File: config.mk
export PLATFORM = sky130hd
export DESIGN_NAME = uart_rx_ctrl
export DESIGN_NICKNAME = d
export VERILOG_FILES = /design/src/rtl/uart_rx_ctrl.sv
export SDC_FILE = /design/constraint.sdc
export NUM_CORES = 1
export LEC_CHECK = 0
export BUFFER_PORTS_ARGS = -buffer_cell sky130_fd_sc_hd__buf_2
export CAP_MARGIN = 20
export CORE_MARGIN = 10
export CORE_UTILIZATION = 35
export DETAILED_ROUTE_END_ITERATION = 7
export GPL_TIMING_DRIVEN = 0
export SKIP_LAST_GASP = 1
export SYNTH_ARGS = -nofsm -noshare
export SYNTH_HDL_FRONTEND = slang
export SYNTH_SLANG_ARGS = --single-unit
File: constraint.sdc
create_clock -name CLK -period 3.4 [get_ports CLK]
set_clock_uncertainty 0.2 [all_clocks]
set_input_delay 0.51 -clock CLK [delete_from_list [all_inputs] [get_ports CLK]]
set_output_delay 0.51 -clock CLK [all_outputs]
set_load 0.01 [all_outputs]
File: src/rtl/uart_rx_ctrl.sv
// UART receive frame sequencer: start detect, bit timing, field assembly, error flags.
// Latency: data_valid/stp_err one cycle after the last stop-bit tick; par_err one cycle after the parity bit end.
// Backpressure: none; the serial line cannot be stalled, every strobe is a single cycle.
//
// Ports:
//   CLK, RST        oversampling clock; synchronous active-low reset
//   RX_IN           serial line (idle high)
//   Prescale        ticks per bit (4/8/16/32), captured at start detect
//   PAR_EN/PAR_TYP  parity enable / odd(1) or even(0), captured at start detect
//   sampled_bit     majority-voted bit from the data sampler
//   dat_samp_en     sampler enable, high whenever a frame is in progress
//   edge_cnt        tick index within the current bit
//   P_DATA          last good received word
//   data_valid      1-cycle strobe, P_DATA updated
//   par_err/stp_err 1-cycle error strobes
//   err_cnt         (only with UART_RX_ERR_CNT_EN) saturating count of bad frames
module uart_rx_ctrl #(
  parameter int Prescale_Width = 6,
  parameter int DATA_WIDTH     = 8
) (
  input  logic                      CLK,
  input  logic                      RST,
  input  logic                      RX_IN,
  input  logic [Prescale_Width-1:0] Prescale,
  input  logic                      PAR_EN,
  input  logic                      PAR_TYP,
  input  logic                      sampled_bit,
  output logic                      dat_samp_en,
  output logic [Prescale_Width-1:0] edge_cnt,
  output logic [DATA_WIDTH-1:0]     P_DATA,
  output logic                      data_valid,
  output logic                      par_err,
  output logic                      stp_err
`ifdef UART_RX_ERR_CNT_EN
  ,
  output logic [7:0]                err_cnt
`endif
);

  typedef enum logic [2:0] {
    IDLE,
    START,
    DATA,
    PARITY,
    STOP
  } state_t;

  localparam logic [Prescale_Width-1:0] EDGE_ONE = Prescale_Width'(1);
  localparam logic [3:0]                LAST_BIT = 4'(DATA_WIDTH - 1);

  state_t                      state;
  state_t                      next_state;
  logic [Prescale_Width-1:0]   presc_q;
  logic                        par_en_q;
  logic                        par_typ_q;
  logic [3:0]                  bit_cnt;
  logic [DATA_WIDTH-1:0]       shift_reg;
  logic                        bad_frame;
  logic                        bit_end;
  logic                        par_mismatch;

  // Bit timing uses the prescale captured for this frame, not the live input.
  assign bit_end      = (edge_cnt == (presc_q - EDGE_ONE));
  assign par_mismatch = (sampled_bit != ((^shift_reg) ^ par_typ_q));

  always_ff @(posedge CLK) begin
    if (!RST) begin
      state <= IDLE;
    end else begin
      state <= next_state;
    end
  end

  always_comb begin
    next_state  = state;
    dat_samp_en = 1'b1;
    case (state)
      IDLE: begin
        dat_samp_en = 1'b0;
        if (!RX_IN) begin
          next_state = START;
        end
      end
      START: begin
        // A start bit that votes high was a glitch: drop it silently.
        if (bit_end) begin
          next_state = sampled_bit ? IDLE : DATA;
        end
      end
      DATA: begin
        if (bit_end && (bit_cnt == LAST_BIT)) begin
          next_state = par_en_q ? PARITY : STOP;
        end
      end
      PARITY: begin
        if (bit_end) begin
          next_state = STOP;
        end
      end
      STOP: begin
        if (bit_end) begin
          next_state = IDLE;
        end
      end
      default: begin
        next_state = IDLE;
      end
    endcase
  end

  always_ff @(posedge CLK) begin
    if (!RST) begin
      edge_cnt   <= '0;
      bit_cnt    <= '0;
      bad_frame  <= 1'b0;
      presc_q    <= '0;
      par_en_q   <= 1'b0;
      par_typ_q  <= 1'b0;
      shift_reg  <= '0;
      P_DATA     <= '0;
      data_valid <= 1'b0;
      par_err    <= 1'b0;
      stp_err    <= 1'b0;
    end else begin
      data_valid <= 1'b0;
      par_err    <= 1'b0;
      stp_err    <= 1'b0;
      if (state == IDLE) begin
        bit_cnt   <= '0;
        bad_frame <= 1'b0;
        // The detection cycle is tick 0 of the start bit, so the next tick is 1.
        if (!RX_IN) begin
          edge_cnt  <= EDGE_ONE;
          presc_q   <= Prescale;
          par_en_q  <= PAR_EN;
          par_typ_q <= PAR_TYP;
        end else begin
          edge_cnt <= '0;
        end
      end else begin
        edge_cnt <= bit_end ? '0 : (edge_cnt + EDGE_ONE);
        if (bit_end) begin
          case (state)
            DATA: begin
              for (int i = 0; i < DATA_WIDTH; i++) begin
                if (bit_cnt == 4'(i)) begin
                  shift_reg[i] <= sampled_bit;
                end
              end
              bit_cnt <= bit_cnt + 4'd1;
            end
            PARITY: begin
              if (par_mismatch) begin
                bad_frame <= 1'b1;
                par_err   <= 1'b1;
              end
            end
            STOP: begin
              if (!sampled_bit) begin
                stp_err <= 1'b1;
              end else if (!bad_frame) begin
                P_DATA     <= shift_reg;
                data_valid <= 1'b1;
              end
            end
            default: begin
            end
          endcase
        end
      end
    end
  end

`ifdef UART_RX_ERR_CNT_EN
  // One increment per bad frame: at the parity strobe, or at the stop strobe
  // only if parity had not already marked the frame bad.
  logic err_event;

  always_comb begin
    err_event = 1'b0;
    if (bit_end) begin
      if ((state == PARITY) && par_mismatch) begin
        err_event = 1'b1;
      end
      if ((state == STOP) && !sampled_bit && !bad_frame) begin
        err_event = 1'b1;
      end
    end
  end

  always_ff @(posedge CLK) begin
    if (!RST) begin
      err_cnt <= 8'd0;
    end else if (err_event && (err_cnt != 8'hFF)) begin
      err_cnt <= err_cnt + 8'd1;
    end
  end
`endif

endmodule

==> metrics, run 1 <==
status finished, final reports clean; number of H-tree levels 2; worst slack at placement approximately 0.64 ns; hold buffers post-CTS 0; Clk Latency, worst-skew pair 0.30 ns; Die X 96.5 um; Final nets 290; WS Path Type register to register; CTS resizes 0; critical path startpoint category register; Initial DRC Count roughly 180; Critical Path RT about 3.4 ns; top-area cell type share of the netlist area between 40% and 50%; first-pass GRT wire length slightly below 9000 um; clock tree buffer depth 2; Final Hold Violating Endpoints 0; Area Growth Syn to Fin 17.8%; # Max-Cap Violations 0; Detailed Route WL around 5300 um; vias after detailed routing roughly 1,900; number of distinct library cells after synthesis between 40 and 50; pin count of the biggest net entering global routing 14; vias in the first global route about 1,800; DP HPWL 3940 um; mapped cell area 2050 sq um; Max VDD drop 0.000254 V; Synth warnings 0; fraction of layout cells with a size suffix above 1 15.0%; Starting Density a little under two fifths; register bit count reported by yosys 41; antenna viol nets, final 0; leading post-synthesis cells by cell area dfxtp_1 40%, a21oi_1 5.6%, nand2_1 5.0%; DR pass1 iterations 4; DRC 0; via/cell ratio ~5.4; cell taking the most area after synthesis dfxtp_1; die span in y 96.5 um; Final Setup Violations 0; Async SR Flop Fraction 0%; Seq/Total Area, Yosys about 40%; GRT Overall Usage 11.9%; Period minus WS final between 2 and 3 ns; Final Slew Violations 0; Main synth FF type dfxtp_1; Final GP Congestion just under 0.8; final worst setup slack 0.633 ns; Leak Pwr a little under 0.9 nW; post-synthesis cell count 237; EDFF count, synth 0; Boundary Pins 30; drt wl/cell 15.4 um; CTS root buffer clkbuf_8; die area approximately 9300 sq um; Hold Path Class input pin to register; Setup TNS Final 0 ns; CTS Sinks 41; Avg Inst Size Synth 8.64 sq um; total CTS buffers 5; CORE AREA about 5600 sq um; Final period util just over 80%; crit path DAT about 2.8 ns; ant diodes 0; critical-path maximum fanout 10; total setup buffers inserted after CTS 0; kind of end point of the critical path register; Clock transition at path regs 0.09 ns; Buffers on Ports 28; initial antenna violation count 0; pwr dens ~460 nW/um^2; flop2flop setup slack about 0.63 ns; Fmax between 0.3 and 0.4 GHz; unrepaired setup endpoints after global routing no; CTS tree yes; num rows 27; relative slew slack 57.3%; Synthesized Nets approximately 260; global route overflow 0; Slew @ Worst Pin roughly 0.63 ns
-- per-layer routing --
metal  wire length [um]  GRT usage [%]  vias up
met5                  0              0        -
met4                 99           4.84        0
met3                384           3.62        8
met2               2350           18.5       51
met1               2500           15.1      858
li1                   -              -      941
-- final timing paths --
kind	endpoint	start	depth (start not counted)
setup / recovery	bit_cnt[3]	presc_q[0]	6
hold / removal	presc_q[3]	Prescale[3]	3
setup reg to reg	bit_cnt[3]	presc_q[0]	6
hold reg to reg	P_DATA[6]	P_DATA[6]	2
-- critical path: stages (launching register included) --
cell and delay, ns:
dfxtp_1 0.35, or4_1 0.56, or3_4 0.39, a2111o_1 0.50, buf_2 0.22, nor3_1 0.27, mux2i_1 0.21
-- area by class of cell --
type / instances / area, sq um
plain buffers: 11 / 43.8
clock buffers: 5 / 68.8
repair buffers: 28 / 140
well taps: 72 / 90.1
flip-flops and latches: 41 / 821
clock inverters: 3 / 65.1
inverters: 10 / 37.5
fillers: 573 / 3160
multi-input cells: 175 / 1140
-- per-stage QoR --
stage | hold slack (ns) | power (mW) | utilization (%) | std cells | instance area (sq um)
6_report | 0.239 | 1.11 | 43.3 | 345 | 2410
3_5_place_dp | 0.259 | 0.647 | 40.9 | 337 | 2280
5_1_grt | 0.244 | 1.15 | 43.3 | 345 | 2410
4_1_cts | 0.239 | 1.11 | 43.3 | 345 | 2410
3_3_place_gp | 0.253 | 0.645 | 40.9 | 337 | 2280
2_1_floorplan | 0.216 | 0.603 | - | 237 | 2050
-- cells in the final DEF, fill, tap and decap left out, drive strengths merged, types with 3 or more instances in the layout --
master | netlist | layout
or3 | 3 | 3
dfxtp | 41 | 41
nor3 | 8 | 8
o41ai | 8 | 8
nor2 | 8 | 8
o311ai | 8 | 8
nand3 | 13 | 13
clkbuf | 8 | 13
buf | 3 | 31
a21oi | 23 | 23
nand2 | 27 | 27
and2 | 3 | 3
o21ai | 20 | 20
xnor2 | 11 | 11
ha | 6 | 6
xor2 | 7 | 7
inv | 9 | 9
-- synth_stat cells (6+ instances only) --
master,n
o21ai_0,20
ha_1,6
nor2_1,8
o41ai_1,8
xor2_1,7
inv_1,9
nand3_1,13
xnor2_1,11
o311ai_1,8
nand2_1,27
a21oi_1,23
clkbuf_1,8
dfxtp_1,41
nor3_1,8
-- where the power goes --
part	internal (mW)	total (mW)	switching, mW
logic	0.0429	0.137	0.0945
clock network	0.292	0.471	0.179
registers	0.489	0.499	0.0100
-- cell families (layout without fill, tap and decap cells) --
group	after synthesis	after routing	share of synthesized area [%]
simple gates	75	75	18.2
compound gates	74	74	24.8
flops	41	41	40.1
buf+inv	21	57	3.97
xor+xnor	19	19	8.80
fa+ha+maj	6	6	3.67
mux	1	1	0.489
Note: power is estimated with default switching activity, not from simulation.
==> run 2, diff against run 1 <==
--- a/config.mk
+++ b/config.mk
@@ -5,6 +5,7 @@
 export SDC_FILE = /design/constraint.sdc
 export NUM_CORES = 1
 export LEC_CHECK = 0
+export ABC_AREA = 1
 export BUFFER_PORTS_ARGS = -buffer_cell sky130_fd_sc_hd__buf_2
 export CAP_MARGIN = 20
 export CORE_MARGIN = 10
==> constraint.sdc (replaced) <==
create_clock -name CLK -period 2.69 [get_ports CLK]
set_clock_uncertainty 0.2 [all_clocks]
set_input_delay 0.4035 -clock CLK [delete_from_list [all_inputs] [get_ports CLK]]
set_output_delay 0.4035 -clock CLK [all_outputs]
set_load 0.01 [all_outputs]
==> run 2 against run 1 <==
  * Final cell count is 32% higher
  * Register-to-register slack worse by 0.13 ns
  * Critical path type is now register to output pin
  * Die area increased by 10%
  * Final area is 11% higher
  * Synthesized cell count increased by 44%
  * Worst hold slack worse by 0.042 ns
  * Total power up 84%
==> metrics, run 2 <==
status finished, final reports clean; Detailed Route WL between 5000 and 6000 um; sw power between 0.8 and 0.9 mW; pwr dens ~760 nW/um^2; Async SR Flop Fraction 0%; mapped cell area 2320 sq um; Area Growth Syn to Fin 15.4%; Final period util roughly 80%; # Max-Cap Violations 0; commonest non-fill, non-tap cells in the layout 78 x nand2_1, 48 x inv_1, 42 x nor2_1; Avg Inst Size Synth between 6 and 7 sq um; unrepaired setup endpoints after global routing no; Filler cells 689; DR top layer met4; DRC 0; clock share of power 25.4%; number of H-tree levels 2; WL met3 ~240 um; Starting Density roughly 36%; CTS resizes 0; register area 821 sq um; Slowest Stage Delay on Critical Path between 0.4 and 0.5 ns; leading post-synthesis cells by cell area dfxtp_1 35%, nand2_1 13%, inv_1 7.8%; Synthesized Nets between 300 and 400; register bit count reported by yosys between 40 and 50; initial antenna violation count 0; Setup TNS Final 0 ns; Max VDD drop about 0.00031 V; Leak Pwr around 1.2 nW; global route overflow 0; Fmax between 0.4 and 0.5 GHz; EDFF count, synth 0; Seq/Total Area, Yosys around 35%; drt wl/cell between 10 and 15 um; Critical Path RT roughly 2.1 ns; num rows 29; area of the multi-input gates around 1200 sq um; Hold Path Class input pin to register; P_int between 1 and 1.5 mW; vias after detailed routing roughly 2,200; Main synth FF type dfxtp_1; ant diodes 0; total setup buffers inserted after CTS 0; critical path startpoint category register; Die X between 100 and 150 um; Slew @ Worst Pin a little under 0.5 ns; hold buffers post-CTS 0; CTS tree yes; DP HPWL 4200 um; kind of end point of the critical path output pin; leading cell type in the layout, fill and taps excluded nand2_1; Period minus WS final 2.19 ns; pin count of the biggest net entering global routing 13; met2 routed WL between 2000 and 2500 um; Final Slew Violations 0; number of distinct library cells after synthesis 29; CTS root buffer clkbuf_8; Post-synth top cells 78 x nand2_1, 48 x inv_1, 42 x nor2_1; critical-path maximum fanout 10; vias in the first global route around 2,000; Final GP Congestion around 0.9; Met1 Wirelength 2670 um; Cells after DPL ~450; switching power share of the total 40.2%; post-synthesis cell count roughly 340; GRT Overall Usage 11.2%; DR pass1 iterations 4; Buffers on Ports 29; top-area cell type share of the netlist area 35.4%; via/cell ratio 4.79; Clk Latency, worst-skew pair ~0.3 ns; Reg power frac a little over a third; antenna viol nets, final 0; most numerous cell in the Yosys netlist nand2_1; relative slew slack 67.2%; Final nets ~400; fraction of layout cells with a size suffix above 1 15.6%; Final Setup Violations 0; WS Path Type register to output pin; Power Total ~2.0 mW; Clock transition at path regs about 0.08 ns; total CTS buffers 5; first-pass GRT wire length 9470 um; Final Hold Violating Endpoints 0; crit path DAT between 1.5 and 2 ns; CTS Sinks a little over 40; clock tree buffer depth 2; Boundary Pins 30; fin cells roughly 460; CORE AREA between 6000 and 7000 sq um; Synth warnings 0; slowest cell on the critical path dfxtp_1; die span in y approximately 100 um; crit-path cells inv_1, nand2_2, clkbuf_1, buf_2; cell taking the most area after synthesis dfxtp_1; die area ~10,000 sq um; Initial DRC Count between 100 and 150; Comb pwr share 39.2%
## run 2: cell count changes after synthesis, moves of 5 or more
cell / change
inv_1: +39
nand2_1: +51
nand2_2: +7
nand3_1: +7
nand4_1: +14
nor2_1: +34
o21ai_0: -11
o311ai_1: -8
o41ai_1: -8
xnor2_1: -5
## run 2: final cells by class
class	instances	share of cell area, %
multi-input combinational	239	46.7
sequential	41	30.7
inverter	52	7.30
timing repair buffer	29	5.43
tap	77	3.60
clock buffer	7	3.23
buffer	9	1.92
clock inverter	1	1.12
## run 2: logic make-up (layout without fill, tap and decap cells)
| family | after synthesis | after routing | share of synthesized area, % |
|---|---|---|---|
| compound gates | 36 | 36 | 7.94 |
| flops | 41 | 41 | 35.4 |
| buf+inv | 61 | 98 | 10.6 |
| simple gates | 181 | 181 | 36.7 |
| fa+ha+maj | 6 | 6 | 3.24 |
| xor+xnor | 16 | 16 | 6.05 |
## run 2: final timing paths
path	slack, ns	depth (start not counted)	startpoint	to
setup reg to reg	0.50	12	presc_q[0]	bit_cnt[0]
hold reg to reg	0.26	2	bad_frame	bad_frame
hold / removal	0.20	3	PAR_EN	par_en_q
setup / recovery	0.50	4	state[1]	dat_samp_en
## run 2: metrics by stage
stage	hold WS, ns	cell area, sq um	setup WS, ns	utilization, %
after global routing	0.187	2680	0.242	41.9
final	0.197	2680	0.505	41.9
after floorplan	0.233	2320	0.742	-
after detailed placement	0.252	2560	0.491	40.1
after global placement	0.254	2560	0.505	40.1
after CTS	0.195	2680	0.465	41.9
## run 2: power groups by stage
stage,Combinational [mW],Clock [mW],Sequential (mW)
2_1_floorplan,0.617,0,0.727
3_3_place_gp,0.789,0,0.733
3_5_place_dp,0.801,0,0.733
4_1_cts,0.804,0.532,0.720
5_1_grt,0.907,0.554,0.731
6_report,0.800,0.518,0.721
## run 2: layer usage
metal	track usage, %	vias to the layer above
met5	0	-
met4	4.29	0
met3	2.72	9
met2	17.7	38
met1	14.5	981
li1	-	1151
## run 2: critical path, delay by kind of cell (launching register included)
kind / cells / cell delay [ns]
buffers and inverters: 3 / 0.71
DFF: 1 / 0.41
and+or+nand+nor: 1 / 0.17
